$ cat config.mk
export PLATFORM = sky130hd
export DESIGN_NAME = mem_arbiter
export DESIGN_NICKNAME = d
export VERILOG_FILES = /design/src/rtl/mem_arb_pkg.sv /design/src/rtl/mem_arb_timeout.sv /design/src/rtl/mem_arbiter.sv
export SDC_FILE = /design/constraint.sdc
export NUM_CORES = 1
export LEC_CHECK = 0
export CAP_MARGIN = 10
export CORE_AREA = 4 4 190 192
export CTS_BUF_LIST = sky130_fd_sc_hd__clkbuf_8
export CTS_CLUSTER_DIAMETER = 30
export DETAILED_ROUTE_END_ITERATION = 7
export DIE_AREA = 0 0 194 196
export GPL_TIMING_DRIVEN = 1
export MAX_ROUTING_LAYER = met4
export PLACE_DENSITY = 0.62
export SETUP_SLACK_MARGIN = 0.1
export SLEW_MARGIN = 25
export SYNTH_ARGS = -nofsm -noshare
export SYNTH_HDL_FRONTEND = slang
export SYNTH_SLANG_ARGS = --single-unit
$ cat constraint.sdc
create_clock -name clk -period 4.7 [get_ports clk]
set_input_delay 0.47 -clock clk [delete_from_list [all_inputs] [get_ports clk]]
set_output_delay 0.47 -clock clk [all_outputs]
set_load 0.005 [all_outputs]
$ cat src/rtl/mem_arb_pkg.sv
// rtl/mem_arb_pkg.sv - shared types and constants for the memory arbiter
package mem_arb_pkg;

  localparam int unsigned TIMEOUT_DEFAULT = 16;

  typedef enum logic [1:0] {
    IDLE  = 2'd0,
    DATA  = 2'd1,
    FETCH = 2'd2
  } arb_state_e;

  typedef enum logic {
    GNT_DATA  = 1'b0,
    GNT_FETCH = 1'b1
  } grant_e;

endpackage

$ cat src/rtl/mem_arb_timeout.sv
// rtl/mem_arb_timeout.sv - saturating wait counter for a granted memory transaction
module mem_arb_timeout
  import mem_arb_pkg::*;
#(
  parameter int unsigned TIMEOUT = TIMEOUT_DEFAULT
) (
  input  logic clk,
  input  logic rst,
  input  logic clear_i,
  input  logic enable_i,
  output logic expired_o
);

  localparam int unsigned CNT_W = (TIMEOUT > 2) ? $clog2(TIMEOUT) : 1;
  localparam logic [CNT_W-1:0] CNT_LAST = CNT_W'(TIMEOUT - 1);

  logic [CNT_W-1:0] cnt_q, cnt_d;

  // Next count: clear wins, otherwise count waiting cycles and stop at the last value
  always_comb begin
    cnt_d = cnt_q;
    if (clear_i) begin
      cnt_d = '0;
    end else if (enable_i && (cnt_q != CNT_LAST)) begin
      cnt_d = cnt_q + CNT_W'(1);
    end
  end

  // Counter register
  always_ff @(posedge clk or negedge rst) begin
    if (!rst) begin
      cnt_q <= '0;
    end else begin
      cnt_q <= cnt_d;
    end
  end

  assign expired_o = (cnt_q == CNT_LAST);

endmodule

$ cat src/rtl/mem_arbiter.sv
// rtl/mem_arbiter.sv - fetch/data arbiter in front of a shared single-port memory
module mem_arbiter
  import mem_arb_pkg::*;
#(
  parameter int unsigned ADDR_W  = 64,
  parameter int unsigned TIMEOUT = TIMEOUT_DEFAULT
) (
  input  logic              clk,
  input  logic              rst,
  input  logic              if_req,
  input  logic [ADDR_W-1:0] if_addr,
  output logic [31:0]       if_rdata,
  output logic              if_ready,
  input  logic              d_req,
  input  logic              d_we,
  input  logic [ADDR_W-1:0] d_addr,
  input  logic [63:0]       d_wdata,
  output logic [63:0]       d_rdata,
  output logic              d_ready,
  output logic              mem_req,
  output logic              mem_we,
  output logic [ADDR_W-1:0] mem_addr,
  output logic [63:0]       mem_wdata,
  input  logic [63:0]       mem_rdata,
  input  logic              mem_ack,
  output logic              stall,
  output logic              err
);

  localparam logic [ADDR_W-1:0] ALIGN_MASK = ~(ADDR_W'(7));

  arb_state_e state_q, state_d;
  grant_e     last_grant_q, last_grant_d;

  logic busy, done, timed_out, expired;
  logic d_elig, if_elig, can_grant;
  logic grant_data, grant_fetch, grant;
  logic [ADDR_W-1:0] sel_addr;

  logic              mem_req_q;
  logic              mem_we_q;
  logic [ADDR_W-1:0] mem_addr_q;
  logic [63:0]       mem_wdata_q;
  logic              word_sel_q;
  logic [31:0]       if_rdata_q;
  logic              if_ready_q;
  logic [63:0]       d_rdata_q;
  logic              d_ready_q;
  logic              err_q;

  // Arbitration: decide whether this cycle ends a transaction and who is granted next
  always_comb begin
    busy      = (state_q != IDLE);
    timed_out = busy & expired & ~mem_ack;
    done      = (busy & mem_ack) | timed_out;
    can_grant = ~busy | done;
    // The finishing requester still holds req now and drops it in its ready cycle,
    // so neither of those cycles may hand it a second grant.
    d_elig      = d_req & ~d_ready_q & ~(done & (state_q == DATA));
    if_elig     = if_req & ~if_ready_q & ~(done & (state_q == FETCH));
    grant_data  = can_grant & d_elig & (~if_elig | (last_grant_q == GNT_FETCH));
    grant_fetch = can_grant & if_elig & ~grant_data;
    grant       = grant_data | grant_fetch;
    sel_addr    = grant_data ? d_addr : if_addr;
  end

  // Next state and round-robin pointer
  always_comb begin
    state_d      = state_q;
    last_grant_d = last_grant_q;
    if (grant_data) begin
      state_d      = DATA;
      last_grant_d = GNT_DATA;
    end else if (grant_fetch) begin
      state_d      = FETCH;
      last_grant_d = GNT_FETCH;
    end else if (can_grant) begin
      state_d = IDLE;
    end
  end

  // State register
  always_ff @(posedge clk or negedge rst) begin
    if (!rst) begin
      state_q      <= IDLE;
      last_grant_q <= GNT_FETCH;
    end else begin
      state_q      <= state_d;
      last_grant_q <= last_grant_d;
    end
  end

  // Memory-side request registers, loaded at grant so they are valid the next cycle
  always_ff @(posedge clk or negedge rst) begin
    if (!rst) begin
      mem_req_q   <= 1'b0;
      mem_we_q    <= 1'b0;
      mem_addr_q  <= '0;
      mem_wdata_q <= '0;
      word_sel_q  <= 1'b0;
    end else begin
      mem_req_q <= (state_d != IDLE);
      if (grant) begin
        mem_we_q    <= grant_data & d_we;
        mem_addr_q  <= sel_addr & ALIGN_MASK;
        mem_wdata_q <= grant_data ? d_wdata : 64'd0;
        word_sel_q  <= grant_fetch & if_addr[2];
      end else if (done) begin
        mem_we_q <= 1'b0;
      end
    end
  end

  // Completion: capture read data, pulse ready, remember any forced completion
  always_ff @(posedge clk or negedge rst) begin
    if (!rst) begin
      if_rdata_q <= '0;
      if_ready_q <= 1'b0;
      d_rdata_q  <= '0;
      d_ready_q  <= 1'b0;
      err_q      <= 1'b0;
    end else begin
      if_ready_q <= done & (state_q == FETCH);
      d_ready_q  <= done & (state_q == DATA);
      if (done && (state_q == FETCH)) begin
        if (timed_out) begin
          if_rdata_q <= '0;
        end else begin
          if_rdata_q <= word_sel_q ? mem_rdata[63:32] : mem_rdata[31:0];
        end
      end
      if (done && (state_q == DATA) && (timed_out || !mem_we_q)) begin
        d_rdata_q <= timed_out ? 64'd0 : mem_rdata;
      end
      if (timed_out) begin
        err_q <= 1'b1;
      end
    end
  end

  mem_arb_timeout #(
    .TIMEOUT (TIMEOUT)
  ) u_timeout (
    .clk       (clk),
    .rst       (rst),
    .clear_i   (grant),
    .enable_i  (busy & ~mem_ack),
    .expired_o (expired)
  );

  // Output drive; stall is held low while reset is asserted
  always_comb begin
    stall     = rst & ((if_req & ~if_ready_q) | (d_req & ~d_ready_q));
    mem_req   = mem_req_q;
    mem_we    = mem_we_q;
    mem_addr  = mem_addr_q;
    mem_wdata = mem_wdata_q;
    if_rdata  = if_rdata_q;
    if_ready  = if_ready_q;
    d_rdata   = d_rdata_q;
    d_ready   = d_ready_q;
    err       = err_q;
  end

endmodule

==> results of run 1 <==
==> cell usage in the layout (no fill, tap or decap), types with 32 or more instances in the layout <==
cell / instances
a221o_1: 61
clkbuf_8: 83
dfrtp_1: 231
o31ai_1: 32
a22o_1: 65
mux2i_1: 33
a21o_1: 64
nand2_1: 34
nor4b_1: 64
and3_1: 61
clkdlybuf4s50_1: 482
==> stage by stage <==
stage | total power (uW) | utilization | cells | cell area (um^2) | setup slack (ns)
detailed placement | 8260 | 0.440 | 1660 | 15100 | 1.59
finish | 11000 | 0.482 | 1786 | 16600 | 1.84
global placement | 8200 | 0.440 | 1660 | 15100 | 1.62
global route | 11700 | 0.482 | 1786 | 16600 | 1.68
CTS | 11200 | 0.481 | 1778 | 16500 | 1.79
floorplan | 5580 | - | 795 | 9980 | 2.64
==> worst register-to-register path, stage by stage (launching register included) <==
cell and delay (ns):
dfrtp_1 0.40, ha_1 0.25, a31oi_1 0.50, or3_2 0.51, o21bai_4 0.21, buf_4 0.58
a21o_1 0.25
==> state kept, by name, indices dropped and copies added (netlist names), 2 cells and up <==
register / flops
d_rdata: 64
u_timeout.cnt_q: 4
state_q: 2
mem_addr: 61
if_rdata: 32
mem_wdata: 64
==> area by class of cell <==
| cell class | instances | area (um^2) |
|---|---|---|
| clock inverter | 34 | 256 |
| timing repair buffer | 499 | 5010 |
| multi-input combinational | 468 | 3690 |
| inverter | 6 | 22.5 |
| clock buffer | 83 | 1140 |
| antenna | 7 | 17.5 |
| sequential | 234 | 5860 |
| tap | 455 | 569 |
| fill | 3130 | 17800 |
==> cell usage after synthesis (all sizes together) <==
library cell	n	share of area
a211oi	2	0.0015
a21boi	1	0.00075
a21o	64	0.048
a21oi	2	0.0010
a221o	61	0.061
a22o	65	0.057
a22oi	1	0.0013
a31o	1	0.00088
a31oi	1	0.00063
a32o	1	0.0010
and2	2	0.0013
and3	61	0.038
and3b	2	0.0018
buf	42	0.028
clkbuf	45	0.017
conb	1	0.00038
dfrtp	233	0.58
dfstp	1	0.0026
ha	1	0.0013
inv	6	0.0023
mux2i	33	0.033
nand2	34	0.013
nand2b	1	0.00063
nand3	7	0.0035
nand4bb	1	0.0011
nor2	4	0.0018
nor2b	2	0.0013
nor3	5	0.0025
nor3b	1	0.00075
nor4b	64	0.056
o211ai	1	0.00075
o21a	1	0.00075
o21ai	6	0.0034
o21bai	1	0.00075
o22ai	1	0.00063
o2bb2ai	1	0.00088
o31ai	32	0.024
or2	1	0.00063
or3	1	0.00063
or3b	1	0.00088
xnor2	2	0.0018
==> routing by layer <==
metal	up-vias	part of all wire	GRT usage
li1	4068	-	-
met1	4394	0.39	0.225
met2	411	0.49	0.327
met3	60	0.099	0.0788
met4	0	0.021	0.0589
met5	-	0	-
==> worst max path at each step <==
stage	start	endpoint	slack (ns)	depth (start not counted)
3_5_place_dp	if_req	mem_wdata[27]$_DFFE_PN0P_	1.59	6
2_1_floorplan	u_timeout.cnt_q[0]$_DFFE_PN0P_	mem_wdata[30]$_DFFE_PN0P_	2.64	8
4_1_cts	rst	stall	1.79	4
5_1_grt	d_ready$_DFF_PN0_	stall	1.68	3
6_report	rst	stall	1.84	4
3_3_place_gp	d_req	mem_addr[11]$_DFFE_PN0P_	1.62	5
==> power by group through the flow <==
stage | combinational [uW] | clock, uW | sequential (uW)
after floorplan | 2130 | 0 | 3450
after global placement | 4750 | 0 | 3440
after detailed placement | 4800 | 0 | 3470
after CTS | 4810 | 2910 | 3460
after global routing | 5090 | 3030 | 3570
final | 4720 | 2830 | 3460
==> repair_timing <==
| action | 4_1_cts | 5_1_grt |
|---|---|---|
| gates resized for setup | 0 | 0 |
| hold buffers | 1 | 0 |
| endpoints found under the hold margin | 93 | 0 |
==> logic make-up after synthesis <==
logic type / count (synthesis) / share of synthesized area
mux: 33 / 0.0331
compound gates: 242 / 0.205
fa+ha+maj: 1 / 0.00125
buf+inv: 93 / 0.0478
other cells: 1 / 0.000376
simple gates: 187 / 0.124
xor+xnor: 2 / 0.00176
flops: 234 / 0.587
==> reports/qor.yml, run 1 <==
status: "complete, no violations"
place_congestion: 0.814
power.share.switching: 0.323
path_max_fanout: 95
timing.final.crit_share: 0.609
setup_viol: 0
drv_slew: 0
relSlewSlack: 0.410
cts.clk_slew.worst_paths_ns: 0.05
synth_warnings: 0
crit_chain: "dlygate4sd3_1 > buf_8 > o21a_1 > clkdlybuf4s50_1"
ff2ff_path_depth: 6
grt_use_total: 0.198
syn_area_mm2: 0.00998
slowest_stage: "dlygate4sd3_1"
hp-class: "register to register"
min_period_ns: 2.86
ys_types: 48
io_buffer_count: 483
antenna_found_initial: 7
drt_first_pass_iters: 5
critPathLaunchType: "input port"
p_int_uw: 7450
r2r_slack_ns: 1.94
cts_max_path_buffers: 3
p_per_area_mw_per_mm2: 665
drive_above_1_share: 0.0982
cp-end-kind: "primary output"
grt_pass1_vias: 9422
synth_cells: 793
reg2reg_to: "d_rdata[23]$_DFFE_PN0P_"
syn_area_per_cell_um2: 12.6
worstSkewPairLatency_ns: 0.56
wl_per_cell_um: 21.4
ys_seq_area_frac: 0.587
whs_ns: 0.467
ant_nets: 0
seqPwrFrac: 0.315
start_util: 0.290
grt_pass1_wl_um: 57700
grt_max_degree: 142
p_leak_uw: 0.00747
finalHoldViolations: 0
slowest_delay_ns: 0.57
cts_buffers: 66
fmax_mhz: 349
drc: 0
finalClockSkew_ns: 0.0293
die_w_um: 194
grt_overflow: 0
worst-path-buf-inv: 3
root_buffer: "clkbuf_8"
core_area_mm2: 0.0344
place_hpwl_um: 26800
post_cts_buffers: 0
comb_power_share: 0.429
nNetsFinal: 1538
vias: 8933
tightestPinTransition_ns: 0.885
ys_ff_latch: 234
totalWireLength_um: 38300
switchingPower_uw: 3560
die_area_mm2: 0.0380
cts_tree: "yes"
critPathTopFamily: "buffers and inverters"
viasPerCell: 5.00
htreeDepth: 3
arrival_ns: 2.39
area_delta_synth_final_pct: 66.1
min-delay-start: "if_rdata[15]$_DFFE_PN0P_"
worst_ep_required_time_ns: 4.23
min_path_cells: 2
clock-sinks: 234
max-cap-violations: 0
drt_iter0_drc: 435
die_h_um: 196
rsz0062_at_grt: "false"
whs_endpoint: "if_rdata[15]$_DFFE_PN0P_"
vdd_drop_max_v: 0.000312
setup.worst_path.class: "input port to primary output"
rows: 68
tns_ns: 0
pwr-share-clk: 0.257
io_pins: 492
r2r-start: "u_timeout.cnt_q[0]$_DFFE_PN0P_"
Note: power is estimated with default switching activity, not from simulation.
==> inputs of run 2 (changes only) <==
PLACE_DENSITY = 0.64   (was 0.62)
clock period = 2.5 ns   (was 4.7 ns; I/O delays follow)
==> reports/qor.yml, run 2 (synthesized netlist as in run 1, its figures left out) <==
status: "complete, no violations"
grt_pass1_vias: 9477
antenna_found_initial: 4
cts_tree: "yes"
htreeDepth: 2
worstSkewPairLatency_ns: 0.60
root_buffer: "clkbuf_8"
drc: 0
area_delta_synth_final_pct: 69.4
p_leak_uw: 0.00754
place_hpwl_um: 27900
nNetsFinal: 1550
wl_per_cell_um: 21.3
max-cap-violations: 0
arrival_ns: 2.02
setup.worst_path.class: "register to primary output"
tightestPinTransition_ns: 0.859
drt_first_pass_iters: 5
cts_max_path_buffers: 3
r2r_slack_ns: 0.35
tns_ns: 0
timing.final.crit_share: 0.909
place_congestion: 0.844
path_max_fanout: 9
p_per_area_mw_per_mm2: 1270
totalWireLength_um: 38300
io_pins: 492
slowest_stage: "clkdlybuf4s50_1"
setup_viol: 0
finalHoldViolations: 0
mostFrequentLayoutCells: "clkdlybuf4s50_1 (482), dfrtp_1 (231), clkbuf_8 (71)"
io_buffer_count: 483
crit_chain: "nor2b_4 > buf_4 > o21a_1 > clkdlybuf4s50_1"
worst_ep_required_time_ns: 2.25
vdd_drop_max_v: 0.000664
drt_iter0_drc: 483
clock-sinks: 234
rows: 68
min_period_ns: 2.27
cts.clk_slew.worst_paths_ns: 0.06
hp-class: "input port to asynchronous set/reset pin"
die_area_mm2: 0.0380
final_common_cell: "clkdlybuf4s50_1"
ant_nets: 0
drive_above_1_share: 0.119
grt_use_total: 0.198
total_power_uw: 21400
grt_pass1_wl_um: 57800
viasPerCell: 4.99
die_w_um: 194
die_h_um: 196
grt_overflow: 0
drv_slew: 0
start_util: 0.290
slowest_delay_ns: 0.53
rsz0062_at_grt: "false"
grt_max_degree: 126
fmax_mhz: 440
cp-end-kind: "primary output"
cts_buffers: 61
vias: 8962
relSlewSlack: 0.427
core_area_mm2: 0.0344
finalClockSkew_ns: 0.0319
critPathLaunchType: "register"
[run 2: metrics by stage]
| stage | hold WS, ns | std cells | util | setup WS [ns] | cell area, um^2 |
|---|---|---|---|---|---|
| 2_1_floorplan | -0.0456 | 795 | - | 0.443 | 9980 |
| 3_3_place_gp | 0.145 | 1678 | 0.447 | 0.165 | 15400 |
| 3_5_place_dp | 0.150 | 1678 | 0.447 | 0.133 | 15400 |
| 4_1_cts | 0.119 | 1792 | 0.491 | 0.141 | 16900 |
| 5_1_grt | 0.158 | 1796 | 0.492 | 0.107 | 16900 |
| 6_report | 0.176 | 1796 | 0.492 | 0.228 | 16900 |
[run 2: power breakdown]
group / leakage, uW / internal (uW) / switching (uW) / total (uW)
Clock: 0.000738 / 3680 / 2050 / 5730
Combinational: 0.00388 / 5360 / 3740 / 9100
Sequential: 0.00293 / 5500 / 1080 / 6590
Total: 0.00754 / 14500 / 6880 / 21400
[run 2: worst max-delay path: cells and delay by family (launching register included)]
family / cells / cell delay [ns]
AO/OA/AOI/OAI: 1 / 0.13
buffers and inverters: 2 / 0.71
flip-flops: 1 / 0.44
AND/OR/NAND/NOR: 1 / 0.16
[run 2: worst paths after layout]
path / startpoint / to / depth (start not counted)
max: d_ready$_DFF_PN0_ / stall / 4
min: rst / mem_addr[42]$_DFFE_PN0P_ / 2
max reg2reg: u_timeout.cnt_q[0]$_DFFE_PN0P_ / mem_addr[59]$_DFFE_PN0P_ / 6
min reg2reg: d_rdata[21]$_DFFE_PN0P_ / d_rdata[21]$_DFFE_PN0P_ / 1
max in group asynchronous: rst / word_sel_q$_DFFE_PN0P_ / 3
min in group clk: if_addr[21] / mem_addr[21]$_DFFE_PN0P_ / 2
[run 2: cell type report]
class                           count  area [um^2]
Tap cell                          455          569
Clock buffer                       71          977
Antenna cell                        4         10.0
Sequential cell                   234         5860
Timing Repair Buffer              516         5240
Inverter                            6         22.5
Multi-Input combinational cell    468         3700
Clock inverter                     42          513
Fill cell                        3101        17500
[run 2: what timing repair did]
action | CTS | global route
gates resized for setup | 1 | 1
hold endpoints to repair | 35 | 0
endpoints found under the setup margin | 1 | 1
hold buffers | 1 | 0
buffers inserted | 0 | 0
[run 2: routing by layer]
metal | wire length, um | share of wire | track usage | vias up
met5 | 0 | 0 | - | -
met4 | 1890 | 0.049 | 0.0982 | 0
met3 | 3470 | 0.091 | 0.0673 | 82
met2 | 18300 | 0.48 | 0.317 | 433
met1 | 14600 | 0.38 | 0.223 | 4371
li1 | - | - | - | 4076
==> inputs of run 3 (changes only) <==
SETUP_SLACK_MARGIN = 0.4   (was 0.1)
==> reports/qor.yml, run 3 (synthesized netlist as in run 1, its figures left out) <==
status: "complete, no violations"
core_area_mm2: 0.0344
worstSkewPairLatency_ns: 0.60
place_area_mm2: 0.0154
rsz0062_at_grt: "true"
p_leak_uw: 0.00765
met1_length_um: 14800
finalHoldViolations: 0
vias: 9078
finalClockSkew_ns: 0.0302
grt_pass1_vias: 9532
pwr-share-clk: 0.263
hp-class: "input port to asynchronous set/reset pin"
vdd_drop_max_v: 0.000665
nNetsFinal: 1564
root_buffer: "clkbuf_8"
worst_slack_ns: 0.403
seqPwrFrac: 0.302
grt_max_degree: 126
worst_ep_required_time_ns: 2.97
cts_max_path_buffers: 3
tightestPinTransition_ns: 0.807
io_buffer_count: 483
grt_overflow: 0
start_util: 0.290
ant_nets: 0
cts_buffers: 61
place_ws_ns: 0.133
antenna_found_initial: 4
mostFrequentLayoutCells: "clkdlybuf4s50_1 (481), dfrtp_1 (230), clkbuf_8 (71)"
max-cap-violations: 0
comb_power_share: 0.435
wl_met2_um: 19000
htreeDepth: 2
postLayoutCellArea_mm2: 0.0171
grt_use_total: 0.200
relSlewSlack: 0.462
min_period_ns: 2.10
switchingPower_uw: 7010
timing.final.crit_share: 0.839
power.share.switching: 0.322
cts.clk_slew.worst_paths_ns: 0.06
r2r_slack_ns: 0.40
fmax_mhz: 477
drv_slew: 0
final_common_cell: "clkdlybuf4s50_1"
slowest_stage: "dfrtp_1"
wl_met3_um: 3530
rows: 68
clock-sinks: 234
crit_chain: "ha_2 > a31o_2 > a32o_2 > and2_4 > bufbuf_16 > a22o_1"
drt_iter0_drc: 510
die_area_mm2: 0.0380
top_layer_used: "met4"
drive_above_1_share: 0.132
die_w_um: 194
io_pins: 492
area_delta_synth_final_pct: 71.4
drt_first_pass_iters: 4
die_h_um: 196
cp-end-kind: "register"
wl_per_cell_um: 21.7
totalWireLength_um: 39300
setup.worst_path.class: "register to register"
p_per_area_mw_per_mm2: 1270
critPathLaunchType: "register"
path_max_fanout: 31
grt_pass1_wl_um: 58300
drc: 0
place_congestion: 0.844
p_int_uw: 14700
arrival_ns: 2.57
cts_tree: "yes"
tns_ns: 0
setup_viol: 0
viasPerCell: 5.02
slowest_delay_ns: 0.40
place_hpwl_um: 27900
-- run 3: worst paths after layout --
path	start	end	cells after the start
min reg2reg	d_rdata[21]$_DFFE_PN0P_	d_rdata[21]$_DFFE_PN0P_	1
min	rst	u_timeout.cnt_q[3]$_DFFE_PN0P_	2
max	u_timeout.cnt_q[0]$_DFFE_PN0P_	mem_wdata[56]$_DFFE_PN0P_	6
min in group clk	d_we	mem_we$_DFFE_PN0P_	2
max reg2reg	u_timeout.cnt_q[0]$_DFFE_PN0P_	mem_wdata[56]$_DFFE_PN0P_	6
max in group asynchronous	rst	word_sel_q$_DFFE_PN0P_	3
-- run 3: metrics by stage --
| stage | hold slack (ns) | std cells | util | power, uW |
|---|---|---|---|---|
| 2_1_floorplan | -0.0456 | 795 | - | 10500 |
| 3_3_place_gp | 0.145 | 1678 | 0.447 | 15600 |
| 3_5_place_dp | 0.150 | 1678 | 0.447 | 15800 |
| 4_1_cts | 0.119 | 1797 | 0.493 | 21800 |
| 5_1_grt | 0.155 | 1810 | 0.497 | 23000 |
| 6_report | 0.180 | 1810 | 0.497 | 21800 |
-- run 3: timing repair --
action                     CTS  global route
resized for setup            7             5
hold endpoints to repair    35             0
cloned                       2             3
setup endpoints to repair   47           178
pin swaps                    1             0
setup buffers                3             6
hold buffers                 1             0
-- run 3: layout make-up --
| type | instances | area (um^2) |
|---|---|---|
| flip-flops and latches | 234 | 5860 |
| repair buffers | 529 | 5420 |
| fillers | 3089 | 17300 |
| clock inverters | 42 | 513 |
| well taps | 455 | 569 |
| diodes | 4 | 10.0 |
| multi-input cells | 469 | 3730 |
| inverters | 6 | 22.5 |
| clock buffers | 71 | 977 |
-- run 3: power groups by stage --
stage	logic [uW]	registers (uW)	clock network [uW]
2_1_floorplan	4000	6490	0
3_3_place_gp	9070	6570	0
3_5_place_dp	9190	6610	0
4_1_cts	9340	6600	5880
5_1_grt	10100	6780	6070
6_report	9450	6580	5730
-- run 3: worst max-delay path: cells and delay by family, from the launching register on --
| family | cells | cell delay [ns] |
|---|---|---|
| adders and majority gates | 1 | 0.21 |
| DFF | 1 | 0.40 |
| AOI/OAI and AO/OA | 3 | 0.81 |
| and+or+nand+nor | 1 | 0.22 |
| buffers and inverters | 1 | 0.33 |
-- run 3: per-layer routing --
layer  GRT usage  vias up
met3      0.0678       86
met2       0.322      444
met4      0.0982        0
li1            -     4110
met5           -        -
met1       0.225     4438
